### config.mk
export PLATFORM = sky130hd
export DESIGN_NAME = operand_fetch
export DESIGN_NICKNAME = d
export VERILOG_FILES = /design/src/rtl/cpu_pkg.sv /design/src/rtl/op_scoreboard.sv /design/src/rtl/operand_fetch.sv
export SDC_FILE = /design/constraint.sdc
export NUM_CORES = 1
export LEC_CHECK = 0
export ABC_AREA = 0
export CORE_AREA = 2 2 114 116
export CTS_CLUSTER_SIZE = 28
export DETAILED_ROUTE_END_ITERATION = 16
export DIE_AREA = 0 0 116 118
export PLACE_DENSITY = 0.85
export SLEW_MARGIN = 15
export SYNTH_ARGS = -nofsm -noshare
export SYNTH_HDL_FRONTEND = slang
export SYNTH_HIERARCHICAL = 1
export SYNTH_SLANG_ARGS = --single-unit
### constraint.sdc
create_clock -name clk -period 6.8 [get_ports clk]
set_clock_uncertainty 0.15 [all_clocks]
set_input_delay 1.02 -clock clk [delete_from_list [all_inputs] [get_ports clk]]
set_output_delay 1.02 -clock clk [all_outputs]
set_load 0.01 [all_outputs]
### src/rtl/cpu_pkg.sv
`default_nettype none
//----------------------------------------------------------------------------
// cpu_pkg - shared widths and constants for the ID-stage operand fetch. Rev 1.0
//----------------------------------------------------------------------------
package cpu_pkg;

  localparam int DW     = 32;
  localparam int AW     = 5;
  localparam int CTRL_W = 8;

  localparam logic [AW-1:0] REG_ZERO = '0;

endpackage
`default_nettype wire

### src/rtl/op_scoreboard.sv
`default_nettype none
//----------------------------------------------------------------------------
// op_scoreboard - per-register pending-write bits with a 2-port hazard query. Rev 1.0
//----------------------------------------------------------------------------
module op_scoreboard
  import cpu_pkg::*;
#(
  parameter int AW = cpu_pkg::AW
) (
  input  logic          clk,
  input  logic          reset,
  input  logic          set_en_i,
  input  logic [AW-1:0] set_addr_i,
  input  logic          clr_en_i,
  input  logic [AW-1:0] clr_addr_i,
  input  logic [AW-1:0] q1_addr_i,
  input  logic [AW-1:0] q2_addr_i,
  output logic          q1_pend_o,
  output logic          q2_pend_o
);

  localparam int NREG = 1 << AW;

  logic [NREG-1:0] pend_q;
  logic [NREG-1:0] pend_d;

  // Clear is applied first so that a same-cycle set of the same bit wins.
  always_comb begin
    pend_d = pend_q;
    if (clr_en_i) pend_d[clr_addr_i] = 1'b0;
    if (set_en_i) pend_d[set_addr_i] = 1'b1;
    pend_d[REG_ZERO] = 1'b0;
  end

  always_ff @(posedge clk) begin
    if (!reset) begin
      pend_q <= '0;
    end else begin
      pend_q <= pend_d;
    end
  end

  assign q1_pend_o = pend_q[q1_addr_i];
  assign q2_pend_o = pend_q[q2_addr_i];

endmodule
`default_nettype wire

### src/rtl/operand_fetch.sv
`default_nettype none
//----------------------------------------------------------------------------
// operand_fetch - ID-stage operand fetch, hazard stall and ID/EX register.
// Macro OPERAND_FWD_EN enables EX/MEM and WB bypassing.               Rev 1.0
//----------------------------------------------------------------------------
module operand_fetch
  import cpu_pkg::*;
#(
  parameter int DW = cpu_pkg::DW,
  parameter int AW = cpu_pkg::AW
) (
  input  logic              clk,
  input  logic              reset,
  input  logic              in_valid,
  output logic              in_ready,
  input  logic [AW-1:0]     in_rs,
  input  logic [AW-1:0]     in_rt,
  input  logic              in_use_rs,
  input  logic              in_use_rt,
  input  logic [AW-1:0]     in_rd,
  input  logic              in_wr,
  input  logic              in_is_load,
  input  logic [CTRL_W-1:0] in_ctrl,
  output logic [AW-1:0]     rf_addr1,
  output logic [AW-1:0]     rf_addr2,
  input  logic [DW-1:0]     rf_data1,
  input  logic [DW-1:0]     rf_data2,
  input  logic              ex_fwd_valid,
  input  logic [AW-1:0]     ex_fwd_addr,
  input  logic [DW-1:0]     ex_fwd_data,
  input  logic              wb_valid,
  input  logic [AW-1:0]     wb_addr,
  input  logic [DW-1:0]     wb_data,
  input  logic              flush,
  output logic              out_valid,
  input  logic              out_ready,
  output logic [DW-1:0]     out_op1,
  output logic [DW-1:0]     out_op2,
  output logic [AW-1:0]     out_rd,
  output logic              out_wr,
  output logic              out_is_load,
  output logic [CTRL_W-1:0] out_ctrl
);

  logic              valid_q, valid_d;
  logic [DW-1:0]     op1_q, op1_d;
  logic [DW-1:0]     op2_q, op2_d;
  logic [AW-1:0]     rd_q, rd_d;
  logic              wr_q, wr_d;
  logic              load_q, load_d;
  logic [CTRL_W-1:0] ctrl_q, ctrl_d;

  logic [DW-1:0] w_op1, w_op2;
  logic          w_pend1, w_pend2;
  logic          w_pend_hit1, w_pend_hit2;
  logic          w_out_hit1, w_out_hit2;
  logic          w_haz1, w_haz2;
  logic          w_sb_set;
  logic          w_take;

  assign rf_addr1 = in_rs;
  assign rf_addr2 = in_rt;

`ifdef OPERAND_FWD_EN
  // Later assignments take priority: r0, then EX/MEM, then WB, then RF.
  always_comb begin
    w_op1 = rf_data1;
    if (wb_valid && wb_addr == in_rs)         w_op1 = wb_data;
    if (ex_fwd_valid && ex_fwd_addr == in_rs) w_op1 = ex_fwd_data;
    if (in_rs == REG_ZERO)                    w_op1 = '0;
    w_op2 = rf_data2;
    if (wb_valid && wb_addr == in_rt)         w_op2 = wb_data;
    if (ex_fwd_valid && ex_fwd_addr == in_rt) w_op2 = ex_fwd_data;
    if (in_rt == REG_ZERO)                    w_op2 = '0;
  end

  assign w_pend_hit1 = w_pend1 && !(wb_valid && wb_addr == in_rs);
  assign w_pend_hit2 = w_pend2 && !(wb_valid && wb_addr == in_rt);
  assign w_sb_set    = valid_q && out_ready && !flush && wr_q &&
                       (rd_q != REG_ZERO) && load_q;
`else
  logic unused_fwd;
  assign unused_fwd = ^{ex_fwd_valid, ex_fwd_addr, ex_fwd_data, wb_data};

  assign w_op1 = (in_rs == REG_ZERO) ? '0 : rf_data1;
  assign w_op2 = (in_rt == REG_ZERO) ? '0 : rf_data2;

  // Without bypass a consumer waits for the register file write to land.
  assign w_pend_hit1 = w_pend1;
  assign w_pend_hit2 = w_pend2;
  assign w_sb_set    = valid_q && out_ready && !flush && wr_q &&
                       (rd_q != REG_ZERO);
`endif

  assign w_out_hit1 = valid_q && wr_q && (rd_q == in_rs);
  assign w_out_hit2 = valid_q && wr_q && (rd_q == in_rt);
  assign w_haz1     = in_use_rs && (in_rs != REG_ZERO) && (w_out_hit1 || w_pend_hit1);
  assign w_haz2     = in_use_rt && (in_rt != REG_ZERO) && (w_out_hit2 || w_pend_hit2);

  assign in_ready = !w_haz1 && !w_haz2 && (!valid_q || out_ready) && !flush;
  assign w_take   = in_valid && in_ready;

  op_scoreboard #(
    .AW(AW)
  ) u_sb (
    .clk       (clk),
    .reset     (reset),
    .set_en_i  (w_sb_set),
    .set_addr_i(rd_q),
    .clr_en_i  (wb_valid),
    .clr_addr_i(wb_addr),
    .q1_addr_i (in_rs),
    .q2_addr_i (in_rt),
    .q1_pend_o (w_pend1),
    .q2_pend_o (w_pend2)
  );

  always_comb begin
    valid_d = valid_q;
    op1_d   = op1_q;
    op2_d   = op2_q;
    rd_d    = rd_q;
    wr_d    = wr_q;
    load_d  = load_q;
    ctrl_d  = ctrl_q;
    if (flush) begin
      valid_d = 1'b0;
    end else if (w_take) begin
      valid_d = 1'b1;
      op1_d   = w_op1;
      op2_d   = w_op2;
      rd_d    = in_rd;
      wr_d    = in_wr;
      load_d  = in_is_load;
      ctrl_d  = in_ctrl;
    end else if (out_ready) begin
      valid_d = 1'b0;
    end
  end

  always_ff @(posedge clk) begin
    if (!reset) begin
      valid_q <= 1'b0;
      op1_q   <= '0;
      op2_q   <= '0;
      rd_q    <= '0;
      wr_q    <= 1'b0;
      load_q  <= 1'b0;
      ctrl_q  <= '0;
    end else begin
      valid_q <= valid_d;
      op1_q   <= op1_d;
      op2_q   <= op2_d;
      rd_q    <= rd_d;
      wr_q    <= wr_d;
      load_q  <= load_d;
      ctrl_q  <= ctrl_d;
    end
  end

  assign out_valid   = valid_q;
  assign out_op1     = op1_q;
  assign out_op2     = op2_q;
  assign out_rd      = rd_q;
  assign out_wr      = wr_q;
  assign out_is_load = load_q;
  assign out_ctrl    = ctrl_q;

endmodule
`default_nettype wire

## Word-level counts from Yosys, hierarchy flattened

Cells that the tools add are included.

| word-level totals | value |
|---|---|
| bits in registers | 112 |
| input bits | 172 |
| output and inout bits | 91 |
| logic and storage cells | 68 |

| operators by class | value |
|---|---|
| $lt $le $gt $ge | 6 |
| equality and inequality tests | 2 |
| muxes and demuxes | 14 |
| bitwise logic cells | 5 |
| reductions and logical operators | 32 |

Operators by type and width:

| kind | count |
|---|---|
| 32-bit two-way mux | 4 |
| 32-bit bitwise AND | 1 |
| 32-bit NOT | 1 |
| 32-bit bitwise OR | 1 |
| 5-bit by 6-bit < comparator with 1-bit output, second input constant | 4 |
| 1-bit logical AND | 17 |
| 5-bit nonzero test | 3 |
| 1-bit binary-select mux with 5-bit select | 2 |
| 1-bit demux with 5-bit select | 2 |
| 5-bit == test | 2 |
| 5-bit by 1-bit >= comparator with 1-bit output, second input constant | 2 |
| 5-bit logical NOT | 2 |
| 1-bit two-way mux | 6 |
| 1-bit logical NOT | 4 |
| 1-bit logical OR | 3 |
| 1-bit NOT | 2 |
| 2-bit AND reduction | 1 |
| 2-bit nonzero test | 1 |
| 2-bit OR reduction | 1 |

## Longest topological paths before layout

Gate-level depths: netlist (run 1).

| depth | value |
|---|---|
| depth after elaboration | 10 |
| depth in mapped cells | 11 |
| mapped depth without buffers | 8 |

## Hierarchy

The synthesis (run 1) kept the hierarchy.

By module, submodules not included:

| module | instances | cells an instance | area an instance (µm²) |
|---|---|---|---|
| operand_fetch | 1 | 390 | 3508.4 |
| op_scoreboard | 1 | 229 | 1904.3 |

## Least setup slack after synthesis (run 1)

Ideal clock, no wire load.

| timing path | value |
|---|---|
| path type | input to output |
| from | input port in_rs[1] |
| to | output port in_ready |
| arrival time | 2528 ps |
| required time | 5630 ps |
| setup slack | 3102 ps |
| stages on the path | 8 |
| path buffers | 1 |
| cells stage by stage | buf_2 -> mux4_2 -> nand2b_1 -> o211ai_1 -> nand4_1 -> o211a_1 -> a31oi_1 -> and3_2 |

| on the way | value |
|---|---|
| cells in the longest elaborated chain, start to end | 8 |
| elaborated cells between the ends (all ways) | 12 |
| classes of those cells | eq/ne (1); mux (2); reduce/logical (9) |

Ends and longest elaborated chain:

| element | line | RTL |
|---|---|---|
| from (decl) | operand_fetch.sv:16 | `input logic [AW-1:0] in_rs,` |
| 1-bit binary-select mux with 5-bit select | op_scoreboard.sv:43 | `assign q1_pend_o = pend_q[q1_addr_i];` |
| 1-bit two-way mux (implied by the code) | op_scoreboard.sv:43 |  |
| via w_pend1 | operand_fetch.sv:54 | `logic w_pend1, w_pend2;` |
| 1-bit logical OR | operand_fetch.sv:97 | `assign w_haz1 = in_use_rs && (in_rs != REG_ZERO) && (w_out_hit1 \|\| w_pend_hit1);` |
| 1-bit logical AND | operand_fetch.sv:97 |  |
| 1-bit logical NOT | operand_fetch.sv:100 | `assign in_ready = !w_haz1 && !w_haz2 && (!valid_q \|\| out_ready) && !flush;` |
| 1-bit logical AND (3 in a row) | operand_fetch.sv:100 |  |
| to (decl) | operand_fetch.sv:15 | `output logic in_ready,` |

The timed path passes the listed nets, and every way through them passes these cells. The select of a mux whose other input is x is not followed.

## Final worst setup path (run 1)

Ends and elaborated chain as after synthesis.

==> results.cfg, run 1 <==
[power_and_ir_drop]
p_leak_nw = 3.14
vdd_drop_max_uv = 100
p_per_area_nw_per_um2 = 193
finalPower_mw = 1.45

[clocking]
cts_tree = done
cts_buffer_depth = 2
clkTransAtPathRegs_ns = 0.07
cts-root-buf = clkbuf_16
numCtsBuffers = 9
cts_hold_buf = 0
cts_setup_buffers = 0
numClockSinks = 111
cts.repair.resized = 0
clock_latency_ns = 0.35
h-tree-depth = 3

[sta]
finalMaxSlewViolations = 0
fin_crit_ns = 5.18
fin_crit_sh_pct = 76.2
timing_hold_violations_final = 0
tns_ns = 0
worst_slew_pin_slew_ns = 1.16
fin_ws_ns = 1.62
rsz0062_at_grt = no
slew_headroom_pct = 22.4
setup_viol = 0
clock.fmax_mhz = 193

[critical_path]
cpLargestDelayFamily = buffers and inverters
max_stage_delay_ns = 0.85
slowest_stage = clkdlybuf4s50_1
path_buf_inv = 2
cp.arrival_ns = 4.01
crit_fanout = 13
cp.depth = 9
path_cells = clkdlybuf4s50_1 -> mux4_2 -> nand2b_1 -> o211ai_1 -> nand4_1 -> o211a_1 -> a31oi_1 -> and3_2 -> clkdlybuf4s50_1
rr_worst_depth = 5
crit_type = in -> out
worstPathRequired_ns = 5.63
start_kind = input pin
path_common_cell = clkdlybuf4s50_1
worstSetupEndpointType = output port

[placed_design]
preCtsSetupSlack_ns = 1.67
io_buffer_count = 192
hpwl_um = 10500
routabilityCongestion = 0.843

[min_path]
hp-class = reg -> reg
whs_path_depth = 2

[synth]
synth_top_area_share_pct = 41.1
netlist_top_cells_area = dfxtp_1 41%, mux2i_1 18%, nand2_1 14%
synthFlopType = dfxtp_1
seq_area_frac_synth_pct = 41.1
yosys.area.top_type = dfxtp_1
synth.most_common_cell = nand2_1
syn-cell-area_um2 = 5410
synth_cell_type_count = 39
synth_top_cells_by_count = 198 x nand2_1, 111 x dfxtp_1, 97 x mux2i_1
synth_seq_cells = 111
ys_warn_count = 6
syn-num-nets = 791
ys_async_sr_fraction_pct = 0
synth_edf_count = 0
syn_inst = 619
syn_area_per_cell_um2 = 8.74

[layout]
layout-drive-gt1-share_pct = 3.71
post-route-util_pct = 60.6
nets = 950
antennaDiodeCount = 0
area_delta_synth_final_pct = 39.0
fillers = 1067

[route]
vias = 4996
drt_iter0_markers = 301
drt-pass1-iter-count = 5
avgViaCountPerCell = 5.24
ant_nets = 0
avgRoutedWirePerCell_um = 15.9
wirelength_um = 15200
drc = 0

[die]
ios = 263
num_rows = 41
die_area_um2 = 13700
die_w_um = 116
fp.coreArea_um2 = 12400
die_y_um = 118
start_util_pct = 43.6

[status]
outcome = finished, final reports clean

[global_routing]
grt_start_max_net_pins = 68
grt_pass1_vias = 4661
grt_util_all_layers_pct = 21.9
antenna_found_initial = 1
grt_overflow_total = 0
grt_pass1_wl_um = 23700

[run]
drv_cap = 0
==> final timing paths <==
check	startpoint	to	slack [ns]
hold / removal	out_op1[14]	out_op1[14]	0.31
hold reg to reg	out_op1[14]	out_op1[14]	0.31
setup / recovery	in_rs[1]	in_ready	1.62
setup reg to reg	out_rd[4]	u_sb/pend_q[8]	3.70
==> through the flow <==
step,hold slack [ns],std cells,area [um^2]
after floorplan,0.314,619,5410
after CTS,0.311,953,7530
after global routing,0.326,953,7530
after global placement,0.293,939,7250
after detailed placement,0.301,939,7250
final,0.308,953,7530
==> cell usage in the layout, fill, tap and decap left out, drive strengths merged, types with 6 or more instances in the layout <==
master and count:
a21boi 31, a21oi 8, clkbuf 10, clkdlybuf4s50 191
dfxtp 111, mux2i 97, mux4 6, nand2 198
nand3 12, nor2 9, o21ai 31, xor2 8
==> final cells by class <==
type	count	area [um^2]	share of cell area (%)
Inverter	4	15.0	0.200
Clock inverter	4	32.5	0.432
Clock buffer	10	239	3.18
Sequential cell	111	2220	29.5
Tap cell	172	215	2.86
Multi-Input combinational cell	456	2850	37.9
Timing Repair Buffer	196	1950	25.9
==> kinds of logic after synthesis <==
| kind of cell | Yosys count | share of synthesized area (%) |
|---|---|---|
| compound gates | 87 | 10.4 |
| xor+xnor | 10 | 1.62 |
| flops | 111 | 41.1 |
| buf+inv | 52 | 6.24 |
| mux | 103 | 20.4 |
| simple gates | 256 | 20.3 |
==> power breakdown <==
group / internal, mW / total [mW] / switching (mW)
Sequential: 0.675 / 0.694 / 0.0188
Combinational: 0.146 / 0.259 / 0.114
Clock: 0.257 / 0.500 / 0.243
Total: 1.08 / 1.45 / 0.375
==> layer usage <==
| metal | routed length, um | vias up | global-route usage [%] |
|---|---|---|---|
| met3 | 1310 | 36 | 5.20 |
| met4 | 440 | 2 | 9.67 |
| met5 | 11 | - | 0 |
| met1 | 6430 | 2313 | 28.3 |
| met2 | 6970 | 229 | 34.6 |
| li1 | - | 2416 | - |
==> registers in the layout (all words and copies together) (netlist names) <==
name         cells
out_op2         32
out_is_load      1
out_rd           5
u_sb/pend_q     31
out_valid        1
out_op1         32
out_ctrl         8
out_wr           1
==> worst register-to-register path, delay by kind of cell, from the launching register on <==
kind	cells	cell delay [ns]
flops	1	0.73
simple gates	3	1.23
compound gates	2	0.91
No activity file was read; power rests on OpenSTA's default activity.
==> run 2: changes to the inputs <==
--- a/config.mk
+++ b/config.mk
@@ -6,11 +6,11 @@
 export NUM_CORES = 1
 export LEC_CHECK = 0
 export ABC_AREA = 0
-export CORE_AREA = 2 2 114 116
+export CORE_AREA = 2 2 124 126
 export CTS_CLUSTER_SIZE = 28
 export DETAILED_ROUTE_END_ITERATION = 16
-export DIE_AREA = 0 0 116 118
-export PLACE_DENSITY = 0.85
+export DIE_AREA = 0 0 126 128
+export PLACE_DENSITY = 0.77
 export SLEW_MARGIN = 15
 export SYNTH_ARGS = -nofsm -noshare
 export SYNTH_HDL_FRONTEND = slang
==> constraint.sdc (replaced) <==
create_clock -name clk -period 4.72 [get_ports clk]
set_clock_uncertainty 0.15 [all_clocks]
set_input_delay 0.708 -clock clk [delete_from_list [all_inputs] [get_ports clk]]
set_output_delay 0.708 -clock clk [all_outputs]
set_load 0.01 [all_outputs]
==> results.cfg, run 2 (same netlist as run 1, synthesis figures left out) <==
[global_routing]
grt_pass1_wl_um = 24800
grt_overflow_total = 0
grt_pass1_vias = 4788
met2_usage_pct = 31.6
antenna_found_initial = 0
grt_busiest_layer = met2
met3_usage_pct = 4.26
met1_usage_pct = 24.1
grt_util_all_layers_pct = 19.1
grt_start_max_net_pins = 101

[critical_path]
crit_fanout = 12
r2r-start = u_sb/pend_q[7]
cp.arrival_ns = 3.37
worstSetupEndpointType = output port
cp-endpoint = in_ready
start_kind = input pin
reg2reg_slack_ns = 1.89
startpoint = in_rs[2]
rr_endpoint = out_op2[1]
worstPathRequired_ns = 3.86
rr_worst_depth = 9
crit_type = in -> out

[power_and_ir_drop]
p_int_mw = 1.58
p_sw_share_pct = 26.8
clkPwrFrac_pct = 35.8
power.switching_uw = 576
vdd_drop_max_uv = 153
p_per_area_nw_per_um2 = 282
p_leak_nw = 3.21
p_seq_share_pct = 46.3
combPwrFrac_pct = 17.9

[placed_design]
io_buffer_count = 192
place_area_um2 = 7340
hpwl_um = 11100
routabilityCongestion = 0.853

[status]
outcome = finished, final reports clean

[die]
fp.coreArea_um2 = 14900
die_y_um = 128
die_w_um = 126
num_rows = 45
ios = 263
die_area_um2 = 16100
start_util_pct = 36.4

[sta]
worst_slew_pin_slew_ns = 1.13
clock.fmax_mhz = 236
finalMaxSlewViolations = 0
slew_headroom_pct = 24.8
timing_hold_violations_final = 0
rsz0062_at_grt = no
setup_viol = 0
fin_crit_ns = 4.23
tns_ns = 0
fin_crit_sh_pct = 89.6

[layout]
layout-drive-gt1-share_pct = 5.05
antennaDiodeCount = 0
area_delta_synth_final_pct = 41.2
nets = 959
stdcell_area_um2 = 7640
layout_commonest_cell = nand2_1
final_cell_mix = 198 x nand2_1, 191 x clkdlybuf4s50_1, 111 x dfxtp_1

[clocking]
cts.repair.resized = 0
clock_latency_ns = 0.35
cts_buffer_depth = 2
clkTransAtPathRegs_ns = 0.07
numClockSinks = 111
numCtsBuffers = 9
cts_setup_buffers = 0
cts_tree = done
cts_hold_buf = 0
h-tree-depth = 3
cts-root-buf = clkbuf_16

[route]
drc = 0
drt-pass1-iter-count = 4
vias = 4963
avgRoutedWirePerCell_um = 16.1
avgViaCountPerCell = 5.06
drt_iter0_markers = 360
wirelength_um = 15800
ant_nets = 0

[min_path]
hp-class = reg -> reg

[run]
drv_cap = 0
run 2: cell count changes in the layout (fill, tap and decap cells not counted):
| cell | delta |
|---|---|
| buf_4 | +9 |
| clkinv_4 | +2 |
| clkinvlp_4 | -2 |
| inv_6 | -1 |
| inv_8 | +3 |
run 2: critical path, stage by stage:
cell and delay (ns):
clkdlybuf4s50_1 0.77, or4_4 0.69, o211a_1 0.22, a31oi_1 0.23, and3_2 0.22, clkdlybuf4s50_1 0.54
run 2: routing by layer:
layer	up-vias	wire length, um
li1	2429	-
met2	180	7550
met4	0	375
met3	30	1020
met1	2324	6840
met5	-	0
run 2: power groups by stage:
stage,clock network [mW],registers [mW],logic [mW]
floorplan,0,1.03,0.168
global placement,0,1.02,0.382
detailed placement,0,1.02,0.385
CTS,0.793,0.997,0.387
global route,0.838,1.00,0.414
finish,0.771,0.997,0.385
run 2: metrics by stage:
step | worst slack [ns] | utilization (%) | power (mW) | hold WS [ns] | std cells
final | 0.489 | 51.4 | 2.15 | 0.307 | 980
after global routing | 0.397 | 51.4 | 2.25 | 0.330 | 980
after CTS | 0.490 | 51.4 | 2.18 | 0.312 | 980
after detailed placement | 0.496 | 49.4 | 1.40 | 0.301 | 964
after global placement | 0.513 | 49.4 | 1.40 | 0.293 | 964
after floorplan | 1.65 | - | 1.20 | 0.314 | 619
run 2: worst min path at each step:
| stage | start | depth (start not counted) | slack [ns] | endpoint |
|---|---|---|---|---|
| floorplan | u_sb/pend_q[17] | 2 | 0.31 | u_sb/pend_q[17] |
| global placement | out_op2[15] | 2 | 0.29 | out_op2[15] |
| detailed placement | out_op1[25] | 2 | 0.30 | out_op1[25] |
| CTS | out_op2[2] | 2 | 0.31 | out_op2[2] |
| global route | out_op2[2] | 2 | 0.33 | out_op2[2] |
| finish | out_op1[31] | 2 | 0.31 | out_op1[31] |
run 2: area by class of cell:
cell class                      count  area, um^2
Fill cell                        1447        7220
Multi-Input combinational cell    456        2850
Tap cell                          188         235
Clock buffer                       10         239
Sequential cell                   111        2220
Clock inverter                      6        60.1
Inverter                            4        15.0
Timing Repair Buffer              205        2020
